`src/rtl/instr_encoder_loader.sv`:
```
// Encodes symbolic MIPS instruction descriptors into 32-bit words and
// streams them into instruction memory at sequential word addresses.
module instr_encoder_loader #(
  parameter int unsigned ADDR_W    = 8,
  parameter int unsigned BASE_ADDR = 0
) (
  input  logic              clk,
  input  logic              rst_n,
  input  logic              start,
  input  logic              in_valid,
  output logic              in_ready,
  input  logic              in_last,
  input  logic [2:0]        in_kind,
  input  logic [4:0]        in_rs,
  input  logic [4:0]        in_rt,
  input  logic [4:0]        in_rd,
  input  logic [4:0]        in_shamt,
  input  logic [5:0]        in_funct,
  input  logic [15:0]       in_imm,
  input  logic [25:0]       in_target,
  output logic              imem_we,
  output logic [ADDR_W-1:0] imem_addr,
  output logic [31:0]       imem_wdata,
  output logic [ADDR_W:0]   word_count,
  output logic              err_illegal,
  output logic              overflow,
  output logic              done
);

  localparam logic [ADDR_W:0] BASE_P = BASE_ADDR[ADDR_W:0];

  localparam logic [2:0] K_R    = 3'd0;
  localparam logic [2:0] K_ADDI = 3'd1;
  localparam logic [2:0] K_LW   = 3'd2;
  localparam logic [2:0] K_SW   = 3'd3;
  localparam logic [2:0] K_ANDI = 3'd4;
  localparam logic [2:0] K_BEQ  = 3'd5;
  localparam logic [2:0] K_JAL  = 3'd6;

  localparam logic [5:0] OP_R    = 6'h00;
  localparam logic [5:0] OP_ADDI = 6'h08;
  localparam logic [5:0] OP_LW   = 6'h23;
  localparam logic [5:0] OP_SW   = 6'h2B;
  localparam logic [5:0] OP_ANDI = 6'h0C;
  localparam logic [5:0] OP_BEQ  = 6'h04;
  localparam logic [5:0] OP_JAL  = 6'h03;

  localparam logic [5:0] F_ADD = 6'h20;
  localparam logic [5:0] F_AND = 6'h24;
  localparam logic [5:0] F_NOR = 6'h27;
  localparam logic [5:0] F_JR  = 6'h08;
  localparam logic [5:0] F_SLT = 6'h2A;
  localparam logic [5:0] F_SLL = 6'h00;

  typedef enum logic [1:0] {
    S_IDLE,
    S_LOAD,
    S_FINISH
  } state_t;

  state_t            state;
  logic [ADDR_W:0]   ptr;
  logic              full;
  logic              funct_ok;
  logic              enc_ok;
  logic [31:0]       enc_word;

  // ptr carries one extra bit so a full memory never wraps back to 0
  assign full     = ptr[ADDR_W];
  assign in_ready = (state == S_LOAD) && !full;

  assign funct_ok = (in_funct == F_ADD) || (in_funct == F_AND) ||
                    (in_funct == F_NOR) || (in_funct == F_JR)  ||
                    (in_funct == F_SLT) || (in_funct == F_SLL);

  // Encode the presented descriptor and flag it as legal or not
  always_comb begin
    enc_ok   = 1'b1;
    enc_word = '0;
    unique case (1'b1)
      (in_kind == K_R): begin
        enc_ok   = funct_ok;
        enc_word = {OP_R, in_rs, in_rt, in_rd,
                    in_shamt, in_funct};
      end
      (in_kind == K_ADDI):
        enc_word = {OP_ADDI, in_rs, in_rt, in_imm};
      (in_kind == K_LW):
        enc_word = {OP_LW, in_rs, in_rt, in_imm};
      (in_kind == K_SW):
        enc_word = {OP_SW, in_rs, in_rt, in_imm};
      (in_kind == K_ANDI):
        enc_word = {OP_ANDI, in_rs, in_rt, in_imm};
      (in_kind == K_BEQ):
        enc_word = {OP_BEQ, in_rs, in_rt, in_imm};
      (in_kind == K_JAL):
        enc_word = {OP_JAL, in_target};
      default:
        enc_ok = 1'b0;
    endcase
  end

  // Session FSM with registered write port, counters and flags
  always_ff @(posedge clk) begin
    if (!rst_n) begin
      state       <= S_IDLE;
      ptr         <= BASE_P;
      word_count  <= '0;
      err_illegal <= 1'b0;
      overflow    <= 1'b0;
      done        <= 1'b0;
      imem_we     <= 1'b0;
      imem_addr   <= '0;
      imem_wdata  <= '0;
    end else begin
      imem_we <= 1'b0;
      done    <= 1'b0;
      unique case (state)
        S_IDLE: begin
          if (start) begin
            state       <= S_LOAD;
            ptr         <= BASE_P;
            word_count  <= '0;
            err_illegal <= 1'b0;
            overflow    <= 1'b0;
          end
        end
        S_LOAD: begin
          if (full) begin
            if (in_valid) begin
              overflow <= 1'b1;
              done     <= 1'b1;
              state    <= S_FINISH;
            end
          end else if (in_valid) begin
            if (enc_ok) begin
              imem_we    <= 1'b1;
              imem_addr  <= ptr[ADDR_W-1:0];
              imem_wdata <= enc_word;
              ptr        <= ptr + 1'b1;
              word_count <= word_count + 1'b1;
            end else begin
              err_illegal <= 1'b1;
            end
            if (in_last) begin
              done  <= 1'b1;
              state <= S_FINISH;
            end
          end
        end
        S_FINISH: state <= S_IDLE;
        default:  state <= S_IDLE;
      endcase
    end
  end

endmodule

```
`config.mk`:
```
export PLATFORM = sky130hd
export DESIGN_NAME = instr_encoder_loader
export DESIGN_NICKNAME = d
export VERILOG_FILES = /design/src/rtl/instr_encoder_loader.sv
export SDC_FILE = /design/constraint.sdc
export NUM_CORES = 1
export LEC_CHECK = 0
export ABC_AREA = 1
export CELL_PAD_IN_SITES_DETAIL_PLACEMENT = 1
export CELL_PAD_IN_SITES_GLOBAL_PLACEMENT = 1
export CORE_UTILIZATION = 31
export DETAILED_ROUTE_END_ITERATION = 16
export PLACE_DENSITY_LB_ADDON = 0.1
export SLEW_MARGIN = 15
export SYNTH_ARGS = -nofsm -noshare
export SYNTH_HDL_FRONTEND = slang
export SYNTH_SLANG_ARGS = --single-unit
```
`constraint.sdc`:
```
create_clock -name clk -period 3.7 [get_ports clk]
set_input_delay 0.74 -clock clk [delete_from_list [all_inputs] [get_ports clk]]
set_output_delay 0.74 -clock clk [all_outputs]
set_load 0.02 [all_outputs]
```
# Yosys cells after proc, flatten, opt, wreduce, memory -nomap -nowiden
# Cells that the tools add are included.
# W data, S select, Z words.
# totals
inputBits	76
ff_bits	64
out_inout_bits	54
word_cells	85
# op_classes
mux	30
bitwise	4
n_eq_ne	19
addsub	2
n_reduce_logical	20
# op_table
op	n
$pmux W32 S7	1
$mux W9	7
$pmux W9 S2	2
$eq A6 B6 Y1 const B	4
$add A9 B1 Y9 const B	2
$ne A2 B2 Y1 const B	6
$mux W1	11
$mux W2	5
$reduce_and A5 Y1	2
$eq A3 B3 Y1 const B	3
$reduce_and A4 Y1	2
$eq A3 B2 Y1 const B	2
$eq A6 B4 Y1 const B	1
$logic_not A6 Y1	1
$pmux W1 S2	3
$reduce_or A6 Y1	1
$logic_or A1 B1 Y1	5
$not A1 Y1	4
$pmux W2 S2	1
$reduce_and A2 Y1	2
$reduce_or A4 Y1	1
$eq A3 B1 Y1 const B	1
$logic_not A3 Y1	1
$ne A3 B3 Y1 const B	1
other kinds (6)	6

# Longest topological paths before layout
# Gate-level depths: netlist of the first run.
# depth
depth_word	11
depth_mapped	12
ltp_nobuf	11

# Worst setup path before layout of the first run
# OpenSTA, ideal clock, no wires.
# synth_path
path_kind	input to register
start	input in_kind[1]
end	register imem_wdata[10]
setup_slack_ps	1850
t_arrival_ps	1738
setup_ps	113
stages	10
cell_sequence	nor2_2 > nand2_2 > nor2_1 > nand2_2 > nand2_2 > nand2_2 > buf_6 > buf_6 > nand3_1 > nand2_1
# synth_between
elab_chain_cells	4
# synth_rtl
element	line	rtl
from (decl)	13	input logic [2:0] in_kind,
$eq A3 B1 Y1 (tied with other cells)	86	(in_kind == K_ADDI):
$reduce_or A6 Y1 (no line)	--	
$pmux W1 S2	80	unique case (1'b1)
$reduce_and A4 Y1 (no line)	--	
to (signal assigned)	139	imem_wdata <= enc_word;
to (decl)	23	output logic [31:0] imem_wdata,
# Parallel ways exist; a longest one is shown, timed or not.
# A chain may end at the register's enable or synchronous reset.

# Worst setup path in the final report of the first run
# layout_path
start	input in_kind[1]
end	register word_count[0]
# layout_between
elab_chain_cells	5
# layout_rtl
element	line	rtl
$eq A3 B1 Y1 (tied with other cells)	86	
$reduce_or A6 Y1 (no line)	--	
$pmux W1 S2 *	80	
$ne A2 B2 Y1 (no line) *	--	
$reduce_and A5 Y1 (no line) *	--	
to (signal assigned)	141	word_count <= word_count + 1'b1;
to (decl)	24	output logic [ADDR_W:0] word_count,
# Mark *: on every way between the ends. The rest lies on a longest branch, timed or not.

==> impl_metrics.csv, run 1 <==
group,metric,value,unit
finish,stdcell_count,721,
floorplan,fp-row-count,36,
clock_network,insertion_delay,330,ps
synth,ys_seq_elements,62,
clock_network,clock_path_buffers,2,
pwr,p_leak,1.86,nW
worst_setup_path,cp.arrival,2860,ps
finish,n_fill_cell,1289,
clock_network,cts_resized,0,
clock_network,htreeDepth,3,
finish,final_layout_size_suffix_gt1_frac,0.0680,
sta,fin_skew,10.8,ps
worst_setup_path,required,3920,ps
synth,netlist-cell-type-count,32,
worst_setup_path,crit_path_end_kind,"flop",
worst_setup_path,cp_num_buf_inv,3,
global_routing,grt_max_degree,37,
worst_hold_path,hold_depth,2,
worst_hold_path,hp-class,"reg -> reg",
sta,setup_viol,0,
synth,ys.flop_type,"dfxtp_1",
sta,fin_setup_tns,0,ps
synth,synth_top_area_frac,0.395,
synth,synth_edf_count,0,
floorplan,io_pins,130,
route,routed_wl,10.3,mm
worst_setup_path,crit_path_start_kind,"primary input",
synth,synthesis.nets,542,
global_routing,overflow,0,
worst_setup_path,slowest_stage,"clkdlybuf4s50_1",
worst_setup_path,critical_path.top_delay_family,"simple AND/OR/NAND/NOR gates",
route,drtPass1Iterations,5,
placement,port_buffers,128,
worst_setup_path,cp_slowest_stage_delay,570,ps
sta,layout_worst_path_cycle_share,0.713,
clock_network,tritoncts,"yes",
placement,place.gp.congestion,0.793,
synth,yosysMostFrequentCell,"nand2_1",
synth,synthCells,464,
floorplan,die-width,103,um
synth,async_flop_share,0,
worst_setup_path,worst-path-stages,9,
synth,yosysWarnings,0,
sta,rsz0062_at_grt,"false",
sta,slew_viol_final,0,
worst_setup_path,path_class,"in -> reg",
synth,yosys-top-cells-count,"nand2_1, nand3_1, dfxtp_1",
sta,period_minus_slack,2640,ps
sta,hold_viol,0,
worst_setup_path,critPathMaxFanout,19,
route,vias_per_cell,4.84,
synth,synth_area_leader_cell,"dfxtp_1",
finish,area_growth,49.2,%
outcome,status,"complete, no violations",
worst_setup_path,reg2reg_depth,8,
route,drc,0,
global_routing,track_usage,0.204,
sta,timing.fmax,0.379,GHz
global_routing,antenna_found_initial,0,
placement,hpwlAfterDp,7.81,mm
finish,antenna_cells,0,
route,ant_nets,0,
placement,placed_cells,706,
synth,synth_area_per_cell,6.77,um^2
job,maxCapViolations,0,
pwr,ir_drop,0.000161,V
synth,synth-seq-area-share,0.395,
clock_network,clkTransAtPathRegs,70,ps
clock_network,tritoncts_num_sinks,62,
finish,fin_nets,662,
sta,holdWs,465,ps
pwr,power_density,335,nW/um^2
finish,utilization,0.477,
synth,synthTopCellsByArea,"dfxtp_1, nand2_1, nand3_1",
clock_network,cts_made_buffers,9,
route,drt_iter0_markers,61,
clock_network,post_cts_buffers,0,
floorplan,dieHeight,103,um
route,route.detailed.wl_per_inst,14.3,um
floorplan,die-area,10500,um^2
synth,syn_area,3140,um^2
global_routing,grt_pass1_wl,16.8,mm
floorplan,start_util,0.320,
clock_network,cts_hold_buf,0,
clock_network,cts.root.buffer_cell,"clkbuf_8",
route,vias,3490,
worst_setup_path,crit_chain,"clkdlybuf4s50_1 > nand2_1 > o21ai_2 > nand3_2 > buf_4 > nand2_1 > inv_1 > nor2_1 > nor2_1",
global_routing,grt_pass1_vias,3488,
sta,tightest_slew,710,ps
sta,slew_headroom,0.526,
floorplan,fp.coreArea,9820,um^2
[final timing paths]
check	start	end	slack (ps)
max	in_kind[1]	word_count[0]	1060
min	imem_addr[6]	imem_addr[6]	470
max reg2reg	state[1]	word_count[1]	1680
min reg2reg	imem_addr[6]	imem_addr[6]	470
[state kept, by name, summed over array words and instances (netlist names)]
| name | cells |
|---|---|
| imem_wdata | 30 |
| ptr | 9 |
| word_count | 9 |
| imem_addr | 8 |
| state | 2 |
| done | 1 |
| err_illegal | 1 |
| imem_we | 1 |
| overflow | 1 |
[placed cells by master (no fill, tap or decap), drive strengths merged]
cell type,count
buf,8
nand4,7
a31o,1
o21ai,9
o211ai,1
nor2,37
nand2,147
clkinv,4
inv,36
xor2,2
nand3b,1
bufinv,1
nor4,3
o31ai,2
a22o,10
nor3,3
dfxtp,62
xnor2,1
a21oi,41
clkbuf,10
ha,2
clkdlybuf4s50,128
nand3,68
nor3b,3
conb,1
[stage by stage]
stage	total power [mW]	area [um^2]	setup slack, ps
floorplan	0.858	3140	1850
global placement	1.00	4500	811
detailed placement	1.01	4500	706
CTS	1.59	4690	1060
global route	1.65	4690	822
finish	1.57	4690	1060
[area by class of cell]
type	instances	area [um^2]	area share
sequential	62	1240	0.265
tap	133	166	0.0355
inverter	36	135	0.0288
timing repair buffer	136	1340	0.286
multi-input combinational	339	1620	0.345
clock inverter	5	50.0	0.0107
clock buffer	10	138	0.0294
[power breakdown]
part           leakage, nW  switching (mW)  internal [mW]
Sequential           0.502          0.0133          0.685
Clock                0.102           0.259          0.321
Combinational         1.26           0.152          0.142
Total                 1.86           0.424           1.15
[kinds of logic (layout without fill, tap and decap cells)]
kind of cell / count (synthesis) / count (layout) / share of synthesized area
AOI/OAI and AO/OA: 64 / 64 / 0.122
xor gates and xnor gates: 3 / 3 / 0.00836
adders and majority gates: 2 / 2 / 0.00796
buffers and inverters: 63 / 187 / 0.0904
DFF: 62 / 62 / 0.395
other: 1 / 1 / 0.00119
and+or+nand+nor: 269 / 269 / 0.375
[worst reg2reg max path: cells and delay by family (launching register included)]
family	cells	cell delay, ps
AO/OA/AOI/OAI	1	280
buffers and inverters	2	330
flip-flops	1	390
AND/OR/NAND/NOR	5	920
[per-layer routing]
layer	share of wire	track usage
met1	0.44	0.259
met2	0.49	0.342
met3	0.050	0.0549
met4	0.012	0.0484
met5	0	0
(Power assumes the default switching activity.)
==> run 2, diff against run 1 <==
--- a/config.mk
+++ b/config.mk
@@ -8,7 +8,7 @@
 export ABC_AREA = 1
 export CELL_PAD_IN_SITES_DETAIL_PLACEMENT = 1
 export CELL_PAD_IN_SITES_GLOBAL_PLACEMENT = 1
-export CORE_UTILIZATION = 31
+export CORE_UTILIZATION = 29
 export DETAILED_ROUTE_END_ITERATION = 16
 export PLACE_DENSITY_LB_ADDON = 0.1
 export SLEW_MARGIN = 15
==> constraint.sdc (replaced) <==
create_clock -name clk -period 2.6 [get_ports clk]
set_input_delay 0.52 -clock clk [delete_from_list [all_inputs] [get_ports clk]]
set_output_delay 0.52 -clock clk [all_outputs]
set_load 0.02 [all_outputs]
==> run 2 against run 1 <==
  * Setup slack worse by 790 ps
  * Critical endpoint is now in_ready
  * Sequential share of layout area about the same
  * Final area about the same
  * Largest cell class unchanged
==> impl_metrics.csv, run 2 (same netlist as run 1, synthesis figures left out) <==
group,metric,value,unit
floorplan,io_pins,130,
clock_network,cts_resized,0,
clock_network,cts_hold_buf,0,
route,met3WireLength,646,um
clock_network,clkTransAtPathRegs,70,ps
route,drtPass1Iterations,4,
sta,layout_worst_path_cycle_share,0.896,
worst_setup_path,crit_path_start_kind,"flop",
floorplan,fp.coreArea,10400,um^2
floorplan,start_util,0.302,
sta,slew_viol_final,0,
floorplan,dieHeight,106,um
placement,place.gp.congestion,0.764,
route,routed_wl,10.5,mm
worst_setup_path,path_class,"reg -> out",
finish,antenna_cells,0,
clock_network,insertion_delay,330,ps
worst_hold_path,min_from,"imem_wdata[23]",
worst_setup_path,cp.arrival,1810,ps
sta,fin_skew,8.83,ps
clock_network,cts.root.buffer_cell,"clkbuf_8",
sta,rsz0062_at_grt,"false",
clock_network,tritoncts_num_sinks,62,
worst_setup_path,crit_start,"state[0]",
sta,slew_headroom,0.647,
clock_network,cts_made_buffers,9,
pwr,power_density,453,nW/um^2
route,dr_wl_met2,5.02,mm
finish,utilization,0.450,
global_routing,grt_pass1_wl,17.5,mm
worst_hold_path,hp-class,"reg -> reg",
route,met1Wirelength,4.63,mm
route,vias_per_cell,4.84,
placement,port_buffers,128,
route,top_layer,"met4",
global_routing,grt_max_degree,27,
floorplan,fp-row-count,37,
job,maxCapViolations,0,
route,route.detailed.wl_per_inst,14.4,um
finish,reg_top3,"imem_wdata x30, ptr x9, word_count x9",
floorplan,die-area,11300,um^2
pwr,p_leak,1.86,nW
sta,setup_viol,0,
global_routing,overflow,0,
finish,final_layout_size_suffix_gt1_frac,0.0726,
floorplan,die-width,106,um
sta,hold_viol,0,
worst_setup_path,crit_path_end_kind,"output pin",
sta,timing.fmax,0.429,GHz
global_routing,track_usage,0.196,
route,ant_nets,0,
finish,regMostFlops,"imem_wdata",
pwr,finalPower,2.12,mW
placement,hpwlAfterDp,7.96,mm
outcome,status,"complete, no violations",
global_routing,antenna_found_initial,0,
finish,largest_reg_flops,30,
route,drt_iter0_markers,85,
finish,area_growth,49.3,%
finish,final_common_cell,"nand2_1",
clock_network,htreeDepth,3,
global_routing,grt_pass1_vias,3678,
clock_network,clock_path_buffers,2,
worst_setup_path,r2r-start,"state[1]",
finish,final_cell_mix,"nand2_1, clkdlybuf4s50_1, nand3_1, dfxtp_1, a21oi_1",
route,drc,0,
finish,fin_nets,666,
worst_setup_path,required,2080,ps
clock_network,tritoncts,"yes",
sta,tightest_slew,529,ps
sta,period_minus_slack,2330,ps
clock_network,post_cts_buffers,0,
route,vias,3524,
sta,fin_setup_tns,0,ps
pwr,ir_drop,0.000194,V
worst_setup_path,critPathMaxFanout,15,
## run 2: metal layers
layer	track usage	vias to the layer above
met4	0.0744	0
met1	0.235	1664
met5	0	-
li1	-	1760
met3	0.0515	13
met2	0.334	87
## run 2: layout make-up
class | count | area, um^2
clock buffer | 10 | 128
clock inverter | 5 | 27.5
fill | 1325 | 5730
inverter | 36 | 135
multi-input combinational | 339 | 1620
sequential | 62 | 1240
tap | 136 | 170
timing repair buffer | 140 | 1370
## run 2: worst max-delay path: stages, from the launching register on
cell and delay, ps:
dfxtp_1 450, nand2_2 250, nor2_1 160, clkdlybuf4s50_1 620
## run 2: power breakdown
group          total (mW)  switching (mW)  internal [mW]
logic               0.425           0.218          0.207
clock network       0.705           0.372          0.334
registers           0.994          0.0193          0.974
total                2.12           0.609           1.52
## run 2: final timing paths
check	end	slack, ps	cells past startpoint
worst max-delay path	in_ready	270	3
worst min-delay path	imem_wdata[23]	470	2
worst max register to register	word_count[0]	710	7
worst min register to register	imem_wdata[23]	470	2
## run 2: metrics by stage
| step | instance area (um^2) | hold WS [ps] | setup WS [ps] | instances |
|---|---|---|---|---|
| 6_report | 4690 | 466 | 270 | 728 |
| 5_1_grt | 4690 | 484 | 165 | 728 |
| 4_1_cts | 4690 | 468 | 233 | 728 |
| 3_5_place_dp | 4530 | 456 | 156 | 713 |
| 3_3_place_gp | 4530 | 450 | 261 | 713 |
| 2_1_floorplan | 3140 | 439 | 970 | 464 |
==> patch 1: new RTL, flow settings as in run 2 <==
The parameter `ADDR_W` goes from 8 to 7.
--- a/src/rtl/instr_encoder_loader.sv
+++ b/src/rtl/instr_encoder_loader.sv
@@ -3,3 +3,3 @@
 module instr_encoder_loader #(
-  parameter int unsigned ADDR_W    = 8,
+  parameter int unsigned ADDR_W    = 7,
   parameter int unsigned BASE_ADDR = 0
Ports: changed (resized imem_addr and word_count); port bits go from 130 to 128. No check against the original RTL was run, so the function may have changed too.
==> patch 1 against run 2 <==
Combinational power grew 12%. Setup slack gained 0.13 ns. Worst hold slack lost 0.0014 ns. Design area is 2.8% lower. Total power increased by 6.4%. Area after synthesis decreased by 5.6%. Sequential cell count is 3 lower. Routed wire length fell by 4.6%. Critical endpoint unchanged.
==> patch 1: results (changes against run 2) <==
{| class="wikitable"
! Metric !! Value
|-
| Total routing resource utilization after global routing || 19.6% (+0.064 points)
|-
| Launch instance of the worst min-delay path || imem_wdata[31]
|-
| Placer Congestion || 0.780 (+2.0%)
|-
| Leak || 0.00183 uW (-1.5%)
|-
| Ys async rst share || 0% (unchanged)
|-
| Global-route wire length before repair || 15900 um (-8.9%)
|-
| Registers with the most flip-flops || imem_wdata: 30 flops, ptr: 8 flops, word_count: 8 flops
|-
| Maximum vdd ir drop || 0.217 mV (+12%)
|-
| Hold-critical path endpoint || imem_wdata[31]
|-
| Sequential area share after synthesis || 39.8% (+0.31 points)
|-
| Synth Net Count || 512 (-5.5%)
|-
| Drt first-iter violations || 70 (-18%)
|-
| Placed Instance Area || 4370 sq um (-3.7%)
|-
| Met2 demand-to-capacity share in global routing || 33.2% (-0.15 points)
|-
| Highest fanout seen on the critical path || 10 (-5)
|-
| Pin count of the biggest net entering global routing || 23 (-15%)
|-
| Final HPWL DP || 7520 um (-5.5%)
|-
| Most numerous cell types in the synthesized netlist || nand2_1 (133), nand3_1 (61), dfxtp_1 (59)
|-
| Number of global-route vias before repair || 3302 (-10%)
|-
| Number of fill cells in the layout || 1265 (-4.5%)
|-
| Via density || 4.77 (-1.5%)
|-
| Clk Latency, worst-skew pair || 0.35 ns (+0.02 ns)
|-
| Number of distinct standard cells referenced by the synthesized netlist || 30 (-6.3%)
|-
| Port bufs || 126 (-1.6%)
|-
| Reg2Reg Capture Point || word_count[2]
|-
| Net Sw Frac || 28.8% (+0.12 points)
|-
| Met3 Track Usage GR || 5.08% (-0.065 points)
|-
| Run status || finished, final reports clean
|-
| Overall routed net length || 9970 um (-4.6%)
|-
| Count of cells along the worst register-to-register path || 9 (+2)
|}
## patch 1: worst max-delay path: stages (launching register included)
cell and delay, ns:
dfxtp_1 0.46, nand2_4 0.16, nor2_1 0.12, clkdlybuf4s50_1 0.61
## patch 1: metrics by stage
stage	std cells	util [%]	worst slack [ns]	total power (uW)	hold slack, ns
6_report	699	46.2	0.396	2260	0.465
5_1_grt	699	46.2	0.325	2380	0.484
4_1_cts	699	46.2	0.367	2290	0.466
3_5_place_dp	683	44.3	0.187	1460	0.453
3_3_place_gp	683	44.3	0.292	1450	0.450
2_1_floorplan	434	-	1.03	1210	0.460
## patch 1: cells by family (layout without fill, tap and decap cells)
family | after synthesis | in the layout | synth area share [%]
AO/OA/AOI/OAI | 66 | 66 | 13.0
XOR/XNOR | 5 | 5 | 1.48
adder cells (fa/ha/maj) | 2 | 2 | 0.843
buffers and inverters | 55 | 187 | 8.10
flip-flops | 59 | 59 | 39.8
other | 1 | 1 | 0.126
AND/OR/NAND/NOR | 246 | 246 | 36.6
## patch 1: final cells by class
class | count | area, sq um | area share (%)
Multi-Input combinational cell | 320 | 1550 | 33.9
Timing Repair Buffer | 138 | 1350 | 29.6
Sequential cell | 59 | 1180 | 25.9
Clock buffer | 15 | 186 | 4.09
Tap cell | 133 | 166 | 3.65
Inverter | 33 | 124 | 2.72
Clock inverter | 1 | 5.00 | 0.110
## patch 1: power by group through the flow
| stage | Combinational, uW | Sequential (uW) | Clock [uW] |
|---|---|---|---|
| after global routing | 523 | 964 | 891 |
| after floorplan | 208 | 1000 | 0 |
| after detailed placement | 482 | 980 | 0 |
| after CTS | 483 | 960 | 848 |
| after global placement | 474 | 980 | 0 |
| final | 476 | 960 | 823 |
## patch 1: how the worst max path moves through the flow
stage	cells past startpoint	end	slack (ns)
final	3	in_ready	0.40
after global routing	3	in_ready	0.33
after CTS	3	in_ready	0.37
after detailed placement	11	imem_wdata[10]	0.19
after global placement	11	imem_wdata[0]	0.29
after floorplan	9	imem_wdata[3]	1.03
## patch 1: layer usage
metal	vias to the layer above	share of wire (%)
met1	1551	44
met2	82	48
met4	0	1.8
li1	1689	-
met5	-	0
met3	11	5.3
==> patch 2: new RTL, config.mk and constraints of run 2 <==
Without the edit above. Reset style: asynchronous (`rst_n`), changed in one clocked block.
--- a/src/rtl/instr_encoder_loader.sv
+++ b/src/rtl/instr_encoder_loader.sv
@@ -103,3 +103,3 @@
   // Session FSM with registered write port, counters and flags
-  always_ff @(posedge clk) begin
+  always_ff @(posedge clk or negedge rst_n) begin
     if (!rst_n) begin
Formal check against the unedited RTL: differs if rst_n is asserted again (counterexample within 4 cycles, from zero or initial values and one cycle with rst_n low); with rst_n held inactive, the same outputs for 4 cycles.
==> patch 2 against run 2 <==
First-iteration DRC count rose by 4.7%. Area after synthesis is 5.2% higher. Sequential share of layout area rose by 4.5 points. Register-to-register slack better by 0.03 ns. Sequential cell count stayed put. Critical path depth up 5. Setup slack improved by 0.063 ns. Routed wire length shrank 2.5%. Count of clock-buffer cells in the layout up 1. Design area up 6.9%.
Power is not compared: it rests on default switching activity, and its combinational part moved more than twofold at a synthesized area within 25%.
==> patch 2: results (changes against run 2) <==
{| class="wikitable"
! Metric !! Value
|-
| Run status || finished, final reports clean
|-
| Worst Path Arrival || 2.51 ns (+0.70 ns)
|-
| Maximum single-stage delay on the critical path || 0.66 ns (+0.04 ns)
|-
| Share of final-layout standard cells stronger than drive strength 1 || 8.88% (+1.6 points)
|-
| Number of antenna repair diodes || 0 (unchanged)
|-
| Total via count after detailed routing || 3262 (-7.4%)
|-
| Worst-path clk slew || 0.05 ns (-0.02 ns)
|-
| Depth of the CTS H-tree || 3 (unchanged)
|-
| Drt first-iter violations || 89 (+4.7%)
|-
| Placed Instance Area || 4720 sq um (+4.1%)
|-
| Highest fanout seen on the critical path || 46 (+31)
|-
| Most numerous cell types in the synthesized netlist || nand2_1 (201), dfrtp_1 (62), nand3_1 (24)
|-
| Number of fill cells in the layout || 1347 (+1.7%)
|-
| Worst clock skew || 0.00681 ns (-0.00201 ns)
|-
| Number of distinct standard cells referenced by the synthesized netlist || 33 (+3.1%)
|-
| Least-Margin Pin Slew || 0.550 ns (+0.0210 ns)
|-
| Post-CTS Setup Inserts || 0 (unchanged)
|-
| Maximum vdd ir drop || 0.390 mV
|-
| Cell row count || 38 (+2.7%)
|-
| Final non-filler cell total || 703 (-3.4%)
|-
| Ys async rst share || 100% (+100 points)
|-
| Clock Root Buffer || clkbuf_16
|-
| Net count of the finished layout || 637 (-4.4%)
|-
| Top layer in use || met4
|-
| Clk Latency, worst-skew pair || 0.32 ns
|-
| Sequential area share after synthesis || 47.0% (+7.4 points)
|-
| # placed instances || 688 (-3.5%)
|-
| Global-route wire length before repair || 16500 um (-5.8%)
|-
| Routed metal-1 wire length || 4770 um (+3.2%)
|-
| Number of antenna violations at the first check in global routing || 0 (unchanged)
|-
| Synth top area cells || dfrtp_1 (47%), nand2_1 (23%), nand3_1 (3.6%)
|-
| Pin count of the biggest net entering global routing || 63 (+130%)
|-
| Path type of the worst min-delay path || in -> async
|-
| Synth Net Count || 505 (-6.8%)
|-
| Detail Route met3 WL || 519 um (-20%)
|-
| Wire per inst || 14.5 um (+0.97%)
|-
| Registers with the most flip-flops || imem_wdata: 30 flops, ptr: 9 flops, word_count: 9 flops
|-
| Deepest clock path buffer count || 2 (unchanged)
|-
| Final HPWL DP || 7370 um (-7.4%)
|-
| Routed wire length on met2 || 4770 um (-4.9%)
|-
| Leak || 0.00237 uW
|-
| Dominant synthesized flop cell || dfrtp_1
|-
| Port bufs || 128 (unchanged)
|-
| Post-Synthesis Mean Instance Area || 7.74 sq um (+14%)
|-
| Placer Congestion || 0.814 (+6.6%)
|-
| Post-cts resize count || 0 (unchanged)
|-
| Total routing resource utilization after global routing || 18.2% (-1.4 points)
|}
patch 2: cell families after synthesis:
family | count (synthesis) | synth area share (%)
compound gates | 40 | 8.71
xor+xnor | 10 | 2.65
fa+ha+maj | 2 | 0.757
buf+inv | 43 | 7.00
flops | 62 | 47.0
other cells | 1 | 0.113
simple gates | 269 | 33.8
patch 2: per-stage QoR:
step	setup slack, ns	hold slack [ns]	power (uW)
after floorplan	0.879	0.224	2520
after global placement	0.0713	0.462	3440
after detailed placement	-0.0103	0.465	3490
after CTS	0.289	0.212	4710
after global routing	0.156	0.228	4930
final	0.333	0.191	4630
patch 2: worst paths after layout:
path | start | to | depth (start not counted) | slack [ns]
max in group asynchronous | rst_n | imem_wdata[29] | 2 | 2.11
worst max register to register | state[1] | ptr[3] | 9 | 0.74
worst min register to register | overflow | overflow | 2 | 0.48
min in group clk | overflow | overflow | 2 | 0.48
worst min-delay path | rst_n | imem_wdata[16] | 2 | 0.19
worst max-delay path | in_kind[2] | imem_wdata[27] | 8 | 0.33
patch 2: layer usage:
metal	up-vias	GRT usage (%)
met2	83	30.4
li1	1618	-
met4	0	6.56
met3	10	3.29
met1	1551	23.6
met5	-	0
patch 2: power breakdown:
group,leakage [uW],internal [uW],total (uW),switching (uW)
logic,0.00141,881,1960,1080
clock network,0.000141,759,1180,423
registers,0.000819,1280,1490,214
total,0.00237,2920,4630,1720
patch 2: cell type report:
class                   instances  area [sq um]  area share, %
clock buffers                  11           243           4.84
inverters                      23          86.3           1.72
repair buffers                141          1390           27.7
flip-flops and latches         62          1550           31.0
well taps                     140           175           3.50
clock inverters                 4          47.5          0.949
multi-input cells             322          1520           30.4
